==> src/rtl/mult_ctrl_pkg.sv <==
// mult_ctrl_pkg: shared state encoding and sizing for the multiplier sequencer
package mult_ctrl_pkg;
   localparam int DW_DEF = 8;
   localparam int CW_DEF = $clog2(DW_DEF + 1);
   typedef enum logic [1:0] {IDLE, LOAD, RUN, DONE} state_t;
   typedef logic [CW_DEF-1:0] count_t;
endpackage

==> src/rtl/mult_bit_counter.sv <==
// mult_bit_counter: iteration counter with clear priority and terminal flag at DW-1
module mult_bit_counter #(
   parameter int DW = 8,
   parameter int CW = $clog2(DW + 1)
) (
   input  logic          clk,
   input  logic          rst_n,
   input  logic          clr,
   input  logic          en,
   output logic [CW-1:0] count,
   output logic          term
);
   always_ff @(posedge clk)
      if (!rst_n || clr) count <= '0;
      else if (en) count <= count + 1'b1;
   assign term = count == CW'(DW - 1);
endmodule

==> src/rtl/mult_seq_ctrl.sv <==
// mult_seq_ctrl: shift-add multiplier sequencer; EARLY_DONE_EN ends a run once the multiplier is exhausted
module mult_seq_ctrl
   import mult_ctrl_pkg::*;
#(
   parameter int DW = DW_DEF,
   parameter int CW = $clog2(DW + 1)
) (
   input  logic          clk,
   input  logic          rst_n,
   input  logic          i_start,
   input  logic          i_clear,
   input  logic          i_mplr_lsb,
   input  logic          i_mplr_zero,
   output logic          o_load,
   output logic          o_add,
   output logic          o_shift,
   output logic          o_busy,
   output logic          o_stop,
   output logic [CW-1:0] o_count
);
   state_t state_q, state_n;
   logic start_q, rise, run, zero_stop, term, clr;
   // start_q resets high so a start held through reset release is not an edge
   always_ff @(posedge clk)
      if (!rst_n) begin
         state_q <= IDLE;
         start_q <= 1'b1;
      end else begin
         state_q <= state_n;
         start_q <= i_start;
      end
   assign rise = i_start & ~start_q;
   assign run  = state_q == RUN;
`ifdef EARLY_DONE_EN
   assign zero_stop = run & i_mplr_zero;
`else
   logic unused;
   assign unused    = i_mplr_zero;
   assign zero_stop = 1'b0;
`endif
   always_comb begin
      state_n = state_q;
      case (state_q)
         IDLE:    state_n = i_clear ? IDLE : rise ? LOAD : IDLE;
         LOAD:    state_n = i_clear ? IDLE : RUN;
         RUN:     state_n = i_clear ? IDLE : (zero_stop || term) ? DONE : RUN;
         DONE:    state_n = i_clear ? IDLE : rise ? LOAD : DONE;
         default: state_n = IDLE;
      endcase
   end
   assign o_load  = state_q == LOAD;
   assign o_busy  = o_load | run;
   assign o_stop  = state_q == DONE;
   assign o_shift = run & ~zero_stop;
   assign o_add   = o_shift & i_mplr_lsb;
   assign clr     = i_clear | (state_n == LOAD);
   mult_bit_counter #(.DW(DW), .CW(CW)) u_cnt (
      .clk  (clk),
      .rst_n(rst_n),
      .clr  (clr),
      .en   (o_shift),
      .count(o_count),
      .term (term)
   );
endmodule

==> config.mk <==
export PLATFORM = sky130hd
export DESIGN_NAME = mult_seq_ctrl
export DESIGN_NICKNAME = d
export VERILOG_FILES = /design/src/rtl/mult_ctrl_pkg.sv /design/src/rtl/mult_bit_counter.sv /design/src/rtl/mult_seq_ctrl.sv
export SDC_FILE = /design/constraint.sdc
export NUM_CORES = 1
export LEC_CHECK = 0
export BUFFER_PORTS_ARGS = -buffer_cell sky130_fd_sc_hd__buf_2
export CORE_AREA = 2 2 39 41
export CTS_BUF_LIST = sky130_fd_sc_hd__clkbuf_4 sky130_fd_sc_hd__clkbuf_8
export CTS_CLUSTER_SIZE = 40
export DETAILED_ROUTE_END_ITERATION = 6
export DIE_AREA = 0 0 41 43
export PLACE_DENSITY_LB_ADDON = 0.1
export REMOVE_ABC_BUFFERS = 1
export SLEW_MARGIN = 10
export SYNTH_ARGS = -nofsm -noshare
export SYNTH_HDL_FRONTEND = slang
export SYNTH_HIERARCHICAL = 1
export SYNTH_SLANG_ARGS = --single-unit
==> constraint.sdc <==
create_clock -name clk -period 2.15 [get_ports clk]
set_input_delay 0.215 -clock clk [delete_from_list [all_inputs] [get_ports clk]]
set_output_delay 0.215 -clock clk [all_outputs]
set_load 0.03 [all_outputs]
=== After elaboration in Yosys (flattened, before gate mapping) ===
Index checks and enable logic that the tools add are counted.

* Bits in registers: 7
* Bits in latches: 0
* Bits in writable memories: 0
* Bits in read-only memories: 0
* Input bits: 6
* Output and inout port bits: 9
* Word-level logic and storage cells: 25
* Memories: 0

* Add/subtract/negate cells: 1
* Multiply operators: 0
* Div/mod/pow operators: 0
* Order comparisons: 0
* Equality and inequality tests: 5
* Shift operators: 0
* Multiplexer cells: 8
* Bitwise operators: 5
* Reductions and logical operators: 3

{| class="wikitable"
|+ Operators with widths
! kind !! number
|-
| 2-to-1 mux 2 bit || 4
|-
| case mux 2 bit (4 select lines) || 1
|-
| adder 4 x 1 -> 4 bit (second input constant) || 1
|-
| == test 2 x 1 -> 1 bit (second input constant) || 2
|-
| == test 2 bit (second input constant) || 2
|-
| == test 4 x 3 -> 1 bit (second input constant) || 1
|-
| 2-to-1 mux 1 bit || 3
|-
| bitwise AND 1 bit || 2
|-
| logical NOT 2 bit || 1
|-
| OR 1 bit || 2
|-
| logical NOT 1 bit || 1
|-
| logical OR 1 bit || 1
|-
| inverter 1 bit || 1
|}

=== Depth between registers and ports, before layout ===
Gate-level depths: netlist (run 1).

* Depth after elaboration: 8
* Mapped depth: 7
* Depth with buffers taken out: 7

=== Modules after synthesis ===
The synthesis (run 1) kept the hierarchy.

{| class="wikitable"
|+ By module, submodules not included
! module !! times used !! cells an instance !! area each (um^2) !! seq. area each (um^2)
|-
| mult_bit_counter || 1 || 19 || 188.9 || 80.1
|-
| mult_seq_ctrl || 1 || 20 || 186.4 || 60.1
|}

=== Worst setup path after synthesis (run 1) ===
No wires, ideal clock.

* Path type: register to register
* From: register state_q[0]
* To: register u_cnt.count[3]
* Library setup time: 72 ps
* Arrival time: 1647 ps
* Data required time: 2078 ps
* Slack: 431 ps
* Stages on the path, launching flop included: 8
* Buffers on the path: 0
* Clock period less this slack: 1719 ps
* Cell sequence: dfxtp_1 -> inv_1 -> ha_1 -> nor2_1 -> a21oi_1 -> o21bai_1 -> or3b_1 -> mux2i_1

* Word-level cells in the longest chain between the ends: 5
* Elaborated cells on any way between the ends: 8
* Classes of those cells: 4 x eq/ne; 1 x mux; 1 x bitwise; 2 x reduce/logical

{| class="wikitable"
|+ RTL lines
! what !! line !! text
|-
| from (decl) || mult_seq_ctrl.sv:21 || <nowiki>state_t state_q, state_n;</nowiki>
|-
| from (signal assigned) || mult_seq_ctrl.sv:29 || <nowiki>state_q <= state_n;</nowiki>
|-
| == test 2 bit || mult_seq_ctrl.sv:33 || <nowiki>assign run = state_q == RUN;</nowiki>
|-
| net o_shift || mult_seq_ctrl.sv:16 || <nowiki>output logic o_shift,</nowiki>
|-
| case mux 2 bit (4 select lines) || mult_seq_ctrl.sv:43 || <nowiki>case (state_q)</nowiki>
|-
| == test 2 x 1 -> 1 bit || mult_seq_ctrl.sv:56 || <nowiki>assign clr = i_clear | (state_n == LOAD);</nowiki>
|-
| OR 1 bit || mult_seq_ctrl.sv:56 ||
|-
| net clr || mult_seq_ctrl.sv:22 || <nowiki>logic start_q, rise, run, zero_stop, term, clr;</nowiki>
|-
| logical OR 1 bit || mult_bit_counter.sv:14 || <nowiki>if (!rst_n || clr) count <= '0;</nowiki>
|-
| to (signal assigned) || mult_bit_counter.sv:15 || <nowiki>else if (en) count <= count + 1'b1;</nowiki>
|-
| to (decl) || mult_bit_counter.sv:10 || <nowiki>output logic [CW-1:0] count,</nowiki>
|}

The timed path passes the listed nets, and every way through them passes these cells.
A chain may end at the register's enable or synchronous reset.

=== Worst setup path after layout (run 1) ===
* From: register state_q[0]
* To: register u_cnt.count[3]

* Word-level cells in the longest chain between the ends: 5
* Elaborated cells on any way between the ends: 8
* Classes of those cells: 4 x eq/ne; 1 x mux; 1 x bitwise; 2 x reduce/logical

{| class="wikitable"
|+ RTL lines
! what !! line
|-
| == test 2 bit, or another cell as far along || mult_seq_ctrl.sv:43
|-
| case mux 2 bit (4 select lines) * || mult_seq_ctrl.sv:43
|-
| == test 2 x 1 -> 1 bit * || mult_seq_ctrl.sv:56
|-
| OR 1 bit * || mult_seq_ctrl.sv:56
|-
| net clr || mult_seq_ctrl.sv:22
|-
| logical OR 1 bit * || mult_bit_counter.sv:14
|}

The timed path passes the listed nets; every way through them passes the cells marked *.

==> results by stage, run 1 <==
Power:
- Summed over all cells, the static leakage comes to 0.0002334 uW.
- Power spread over the standard cell area amounts to 570.7 nW/um^2.
- Across the VDD grid, the largest voltage drop is 0.2229 mV.

STA:
- The final number of hold-violating endpoints came to 0.
- The smallest clock period supported by the final layout is computed as 1.652 ns.
- Adding up every negative setup slack in the final design gives 0 ns.
- Setup repair after global routing left no endpoint under its margin.
- Hold is met by 0.1688 ns.
- The worst pin sits at a relative slew slack of 79.02%.
- The maximum clock skew at final layout is 0.002912 ns.
- Static timing analysis puts the maximum clock frequency at 0.6055 GHz.
- In the finished design, the share of the clock period the worst path needs comes to 76.82%.
- The count of pins over their slew limit came to 0.
- The slew of the pin with the lowest slew margin is 0.3146 ns.
- Setup violations remaining at the end of the flow were counted as 0.

Clock tree:
- TritonCTS built the clock tree.
- After clock tree synthesis, the clock-pin slew on the worst setup and hold paths is 0.05 ns.
- Buffers inserted during clock tree synthesis total 3.
- In this run, post-CTS repair resized a total of 0 instances.
- In this run the post-CTS setup repair buffer count came out at 0.
- The clock reaches the later pin of the worst-skew pair after 0.25 ns.
- The CTS root buffer is sky130_fd_sc_hd__clkbuf_4.
- The clock passes through at most 2 buffers.
- Clock tree synthesis found a total of 7 sinks.
- The CTS H-tree depth is 1.
- After clock tree synthesis, the flow added hold-fix buffers numbering 0.

Final layout:
- 0 antenna diodes ended up in the layout.
- Relative to the synthesized area, the layout overhead comes to 30.67%.
- Once layout is complete, the utilization of the core stands at 35.44%.
- The number of nets in the finished design is 68.
- The share of layout cells above drive strength 1 is 32.14%.

Global routing:
- The via count of the first global-routing pass came to 271.
- The global-route wire length before repair is 1062 um.
- Global routing used 9.677% of the available tracks across all layers.
- For this run the aggregate overflow at the end of global routing stands at 0.
- The initial antenna violation count is 0.
- The largest net degree at the start of global routing is 10.

Critical path:
- The critical path capture point is u_cnt/count[3].
- For this run, the slowest stage of the critical path takes 0.35 ns.
- The buffering stage count on the worst path with inverters included is 1.
- At the worst endpoint, the required time is 2.33 ns.
- STA puts the critical path data arrival time at 1.83 ns.
- The slowest stage of the critical path belongs to the cell sky130_fd_sc_hd__or3b_1.
- STA classifies the critical path startpoint as a flip-flop.
- The first element of the critical path is state_q[0].
- The type of destination of the critical path is a flip-flop.
- The startpoint-to-endpoint class of the critical path is reg2reg.
- Measured in cells, the most critical reg-to-reg path has a length of 7.
- The critical path's top delay family is simple AND/OR/NAND/NOR gates.
- The maximum fanout count along the critical path is 9.
- In this run the number of cells on the critical path is 7.
- Walking the worst path, the cells encountered are inv_1 > ha_1 > nor2_1 > a21oi_1 > o21bai_1 > or3b_1 > mux2i_1.
- In this run the critical register-to-register path is captured at u_cnt/count[3].
- Setup slack on the worst reg-to-reg path comes out at 0.50 ns.
- The startpoint identified for the worst register-to-register timing path is state_q[0].

Logic synthesis:
- The count of different cell masters after synthesis is 17.
- Sorting the synthesized cells by how often they occur yields sky130_fd_sc_hd__dfxtp_1 (7), sky130_fd_sc_hd__ha_1 (5), sky130_fd_sc_hd__nor2_1 (4).
- Sorting the synthesized cells by area gives the leading types as sky130_fd_sc_hd__dfxtp_1 (37%), sky130_fd_sc_hd__ha_1 (17%), sky130_fd_sc_hd__a211oi_1 (6.0%).
- After Yosys synthesis, and, or, nand and nor cells account for 23.00% of the synthesized area.
- After synthesis, the largest family of logic cells by area is simple AND/OR/NAND/NOR gates.
- After synthesis, the mean cell area works out to 9.625 sq um.
- sky130_fd_sc_hd__dfxtp_1 takes more of the synthesized area than any other cell.
- The register area share after synthesis is 37.33%.
- The count of mapped cells out of synthesis is 39.
- After synthesis the cells add up to 375.4 sq um.
- In the post-synthesis netlist, the cell with the most instances is sky130_fd_sc_hd__dfxtp_1.
- The top cell type by area accounts for 37.33% of the synthesized area.
- The number of enable-type register cells in the synthesized netlist is 0.
- The dominant register cell in the synthesized netlist is sky130_fd_sc_hd__dfxtp_1.
- Of the total synthesized cell area, the portion taken by full adders, half adders and majority gates is 16.67%.
- The number of warnings reported in the yosys synthesis log is 6.
- The synthesized design contains 7 register bits.
- Counting flops with an async set or reset pin after synthesis yields a share of 0%.
- The synthesized-area fraction occupied by ao, oa, aoi and oai cells is 13.33%.
- Multiplexer cells account for 5.333% of the synthesized area.
- The synthesized-area fraction occupied by xor and xnor cells is 2.333%.

Detailed routing:
- In this run the remaining antenna-violating nets after routing total 0.
- The violation count after the first detailed-routing iteration is 0.
- After detailed routing, the number of remaining DRC violations is 0.
- In the routed layout, each cell is associated on average with a via count of 4.611.
- The first-pass detailed-route iteration total is 1.
- Dividing the detail-routed wire length by the instance count gives 9.181 um.
- For this block, the via count after detailed routing is 332.
- The final wirelength is 661 um.

Die:
- The number of cell rows is 14.
- The height of the die is 43 um.
- The die covers 1763 sq um.
- The region available for standard cell placement spans 1384 sq um.
- The width of the chip is 41 um.
- The initial utilization of the core area, before any placement, comes to 27.12%.
- The number of primary I/O pins is 15.

Hold path:
- The type of the most critical hold path is in2reg.

Placed design:
- The final weighted congestion in routability-driven placement is 0.6959.
- The detailed placement HPWL is 537.8 um.
- The number of I/O port buffers is 13.

Job:
- The number of maximum-capacitance violations is 0.

Status:
- The run finished with clean final reports.
[registers in the layout (all words and copies together), names as in the netlist]
name	count
start_q	1
u_cnt/count	4
state_q	2
[cell families after synthesis]
group,Yosys count
buffers and inverters,2
AO/OA/AOI/OAI,7
AND/OR/NAND/NOR,15
flip-flops,7
XOR/XNOR,1
multiplexers,2
adder cells (fa/ha/maj),5
[worst register-to-register path: stages (launching register included)]
cell	delay, ns
sky130_fd_sc_hd__dfxtp_1	0.32
sky130_fd_sc_hd__inv_1	0.08
sky130_fd_sc_hd__ha_1	0.34
sky130_fd_sc_hd__nor2_1	0.12
sky130_fd_sc_hd__a21oi_1	0.16
sky130_fd_sc_hd__o21bai_1	0.10
sky130_fd_sc_hd__or3b_1	0.35
sky130_fd_sc_hd__mux2i_1	0.11
[area by class of cell]
| cell class | count | area, sq um |
|---|---|---|
| clock buffers | 4 | 30.03 |
| well taps | 16 | 20.02 |
| multi-input cells | 30 | 227.7 |
| flip-flops and latches | 7 | 140.1 |
| repair buffers | 13 | 65.06 |
| fillers | 149 | 893.4 |
| inverters | 2 | 7.507 |
[per-stage QoR]
stage / worst slack (ns) / power (uW) / instance area [sq um] / instances
floorplan: 0.4314 / 145.2 / 375.4 / 39
global placement: 0.4349 / 151.5 / 460.4 / 68
detailed placement: 0.4799 / 151.5 / 460.4 / 68
CTS: 0.4707 / 286.1 / 490.5 / 72
global route: 0.3352 / 299.1 / 490.5 / 72
finish: 0.4984 / 279.9 / 490.5 / 72
[report_power, final]
part           internal (uW)  switching (uW)
Combinational           8.10            8.74
Clock                   83.4            47.8
Sequential               131           0.539
[worst min-delay path by stage]
stage	slack, ns	from	to	depth (start not counted)
floorplan	0.29	rst_n	start_q	1
global placement	0.42	i_start	start_q	2
detailed placement	0.41	i_start	start_q	2
CTS	0.15	i_start	start_q	2
global route	0.15	i_start	start_q	2
finish	0.17	i_start	start_q	2
[cells in the final DEF (no fill, tap or decap), drive strengths merged]
cell and instances:
o21bai 1, clkbuf 4, nand2b 2, nor2 4, nand2 2, xnor2 1, a211oi 3, nand4 1
or2b 2, ha 5, inv 2, and2 1, a21bo 1, buf 13, mux2i 2, dfxtp 7
nand3b 2, or3b 1, a21oi 2
[layer usage]
layer / global-route usage [%] / up-vias / part of all wire (%)
li1: - / 173 / -
met1: 12.38 / 149 / 49
met3: 3.141 / 2 / 5.9
met5: 0 / - / 0
met2: 10.63 / 8 / 43
met4: 12.00 / 0 / 1.5
No activity file was read; power rests on OpenSTA's default activity.
==> run 2: changes to the inputs <==
==> constraint.sdc (replaced) <==
create_clock -name clk -period 1.3 [get_ports clk]
set_input_delay 0.13 -clock clk [delete_from_list [all_inputs] [get_ports clk]]
set_output_delay 0.13 -clock clk [all_outputs]
set_load 0.03 [all_outputs]
==> results by stage, run 2 (synthesis gave the netlist of run 1 again) <==
Status:
- The run finished, with violations left.
- The final reports fail on setup timing.

Final layout:
- Counting the fill cells in the layout gives 149.
- More flip-flops sit in one register than any other, and that register is u_cnt/count.
- The utilization after layout is 42.77%.
- The total area of sequential cells is 147.6 sq um.
- The share of layout cells above drive strength 1 is 55.74%.
- The area added between synthesis and finish is 57.67%.
- The register with the most flip-flops in the layout has 4 of them.
- Leaving out fill and tap cells, the most frequent cells in the layout are sky130_fd_sc_hd__buf_2 (10), sky130_fd_sc_hd__clkbuf_4 (5), sky130_fd_sc_hd__buf_4 (5), sky130_fd_sc_hd__dfxtp_1 (5).
- The multi-input gate area in the final layout is 266.5 sq um.
- The largest registers in the layout are u_cnt/count (4), state_q (2), start_q (1).
- The most common library cell in the layout ignoring fill and taps is sky130_fd_sc_hd__buf_2.
- The number of nets in the finished design is 73.
- The number of inserted diodes is 0.

Power:
- The internal portion of the total power is 368.2 uW.
- The switching power share of the total is 21.64%.
- In this run the static leakage power is 0.0002611 uW.
- The part of the total power dissipated in the clock network is 47.4%.
- The share of total power in sequential cells is 45.8%.
- The worst-case IR drop observed on VDD is 0.4643 mV.
- The analysis attributes to net switching a power of 101.7 uW.
- Power spread over the standard cell area amounts to 793.9 nW/um^2.
- The total power is 469.9 uW.
- Combinational logic burns 6.8% of the power.

Placed design:
- The detailed placement HPWL is 579.5 um.
- At the end of routability-driven placement, the weighted congestion stood at 0.6822.
- In this run the tool buffered the top-level ports with 13 buffer cells.

STA:
- The worst setup slack after layout is -0.04939 ns.
- The count of pins over their slew limit is 0.
- The slew of the pin with the lowest slew margin is 0.1866 ns.
- The worst path uses 103.8% of the clock period.
- The setup-violating endpoint count in the final report is 3.
- The worst path in the final design needs a cycle of 1.349 ns, including I/O delays and setup.
- The tightest slew margin relative to the limit is 87.48%.
- Setup repair after global routing could not meet its margin everywhere.
- The final number of hold-violating endpoints is 0.
- The maximum clock frequency is 0.7411 GHz.
- For the final database, setup skew stands at 0.005402 ns.

Clock tree:
- Hold repair after CTS inserted 0 buffers.
- The clock latency at the later pin of the worst-skew pair is 0.25 ns.
- The CTS root buffer is sky130_fd_sc_hd__clkbuf_4.
- Counting along the longest clock path gives a buffer depth of 2.
- The TritonCTS clock tree is yes.
- The CTS H-tree depth is 1.
- Buffers inserted during clock tree synthesis total 3.
- The clock input transition at the sequential cells of the worst setup and hold paths is 0.06 ns.
- CTS saw 7 sinks.

Detailed routing:
- The detailed router placed 343 vias in this run.
- The first TritonRoute pass finished after 4 iterations.
- The average wire per standard cell is 9.909 um.
- In the routed layout, each cell is associated on average with a via count of 4.455.
- The final wirelength is 763 um.
- The number of remaining DRC errors is 0.
- The violation count after the first detailed-routing iteration is 1.
- The number of nets with antenna violations after routing is 0.

Die:
- The total area inside the core boundary comes to 1384 sq um.
- For this configuration, the core starts out at a cell density of 27.12%.
- The width of the chip is 41 um.
- The number of cell rows is 14.
- The floorplan step defined a die boundary enclosing 1763 sq um.
- For this design the top-level I/O count stands at 15.
- The height of the die is 43 um.

Global routing:
- Across every metal layer, demand over resource in global routing totals 9.577%.
- The via count of the first global-routing pass is 295.
- The largest net degree at the start of global routing is 9.
- The initial antenna violation count is 0.
- The first global-routing pass estimated 1152 um of wire.
- The remaining global-route overflow is 0.

Critical path:
- The startpoint kind of the worst setup timing path is a flip-flop.
- For the worst setup path, the data arrival time is 1.53 ns.
- The critical path data required time is 1.48 ns.
- The startpoint-to-endpoint class of the critical path is reg2reg.
- In this run the worst path has a maximum fanout of 3.
- The worst setup path is captured at a flip-flop.

Job:
- The number of maximum-capacitance violations is 0.

Hold path:
- The type of the most critical hold path is in2reg.
run 2: metal layers:
| layer | vias up | track usage [%] | share of wire, % |
|---|---|---|---|
| met1 | 151 | 14.66 | 52 |
| met4 | 0 | 6.000 | 0 |
| met2 | 8 | 11.88 | 44 |
| met3 | 0 | 1.571 | 4.1 |
| met5 | - | 0 | 0 |
| li1 | 184 | - | - |
run 2: worst max-delay path: stages (launching register included):
cell and delay (ns):
sky130_fd_sc_hd__dfxtp_4 0.36, sky130_fd_sc_hd__inv_4 0.06, sky130_fd_sc_hd__ha_4 0.13, sky130_fd_sc_hd__nor2_2 0.05, sky130_fd_sc_hd__a21oi_2 0.12, sky130_fd_sc_hd__o21bai_1 0.09, sky130_fd_sc_hd__or3b_1 0.35, sky130_fd_sc_hd__mux2i_1 0.12
run 2: per-stage QoR:
stage | setup TNS (ns) | hold slack, ns | area, sq um | std cells | worst slack, ns
after global routing | -0.5644 | 0.07192 | 591.8 | 77 | -0.1447
after detailed placement | -0.5356 | 0.3297 | 490.5 | 72 | -0.1408
after global placement | -0.5106 | 0.3331 | 490.5 | 72 | -0.1318
after floorplan | -1.394 | 0.2030 | 375.4 | 39 | -0.4186
after CTS | -0.2567 | 0.07036 | 579.3 | 76 | -0.07004
final | -0.06709 | 0.07481 | 591.8 | 77 | -0.04939
run 2: cell type report:
type                            instances  area share [%]
Inverter                                2           1.691
Tap cell                               16           3.383
Timing Repair Buffer                   18           19.87
Sequential cell                         7           24.95
Multi-Input combinational cell         30           45.03
Clock buffer                            4           5.074
run 2: repair_timing:
action                     CTS  global route
setup endpoints to repair    6             8
pin swaps                    3             1
gates resized for setup     19             3
gates cloned                 0             0
setup buffers                0             1
run 2: worst paths after layout:
check | to | depth (start not counted) | start | slack (ns)
max reg2reg | u_cnt/count[3] | 7 | state_q[0] | -0.05
max | u_cnt/count[3] | 7 | state_q[0] | -0.05
min | start_q | 2 | i_start | 0.07
min reg2reg | u_cnt/count[3] | 2 | u_cnt/count[3] | 0.53
run 2: power by group through the flow:
stage / Sequential [uW] / Combinational, uW / Clock (uW)
2_1_floorplan: 222 / 17.7 / 0
3_3_place_gp: 223 / 30.0 / 0
3_5_place_dp: 223 / 29.9 / 0
4_1_cts: 215 / 32.0 / 228
5_1_grt: 215 / 35.7 / 243
6_report: 215 / 32.1 / 223
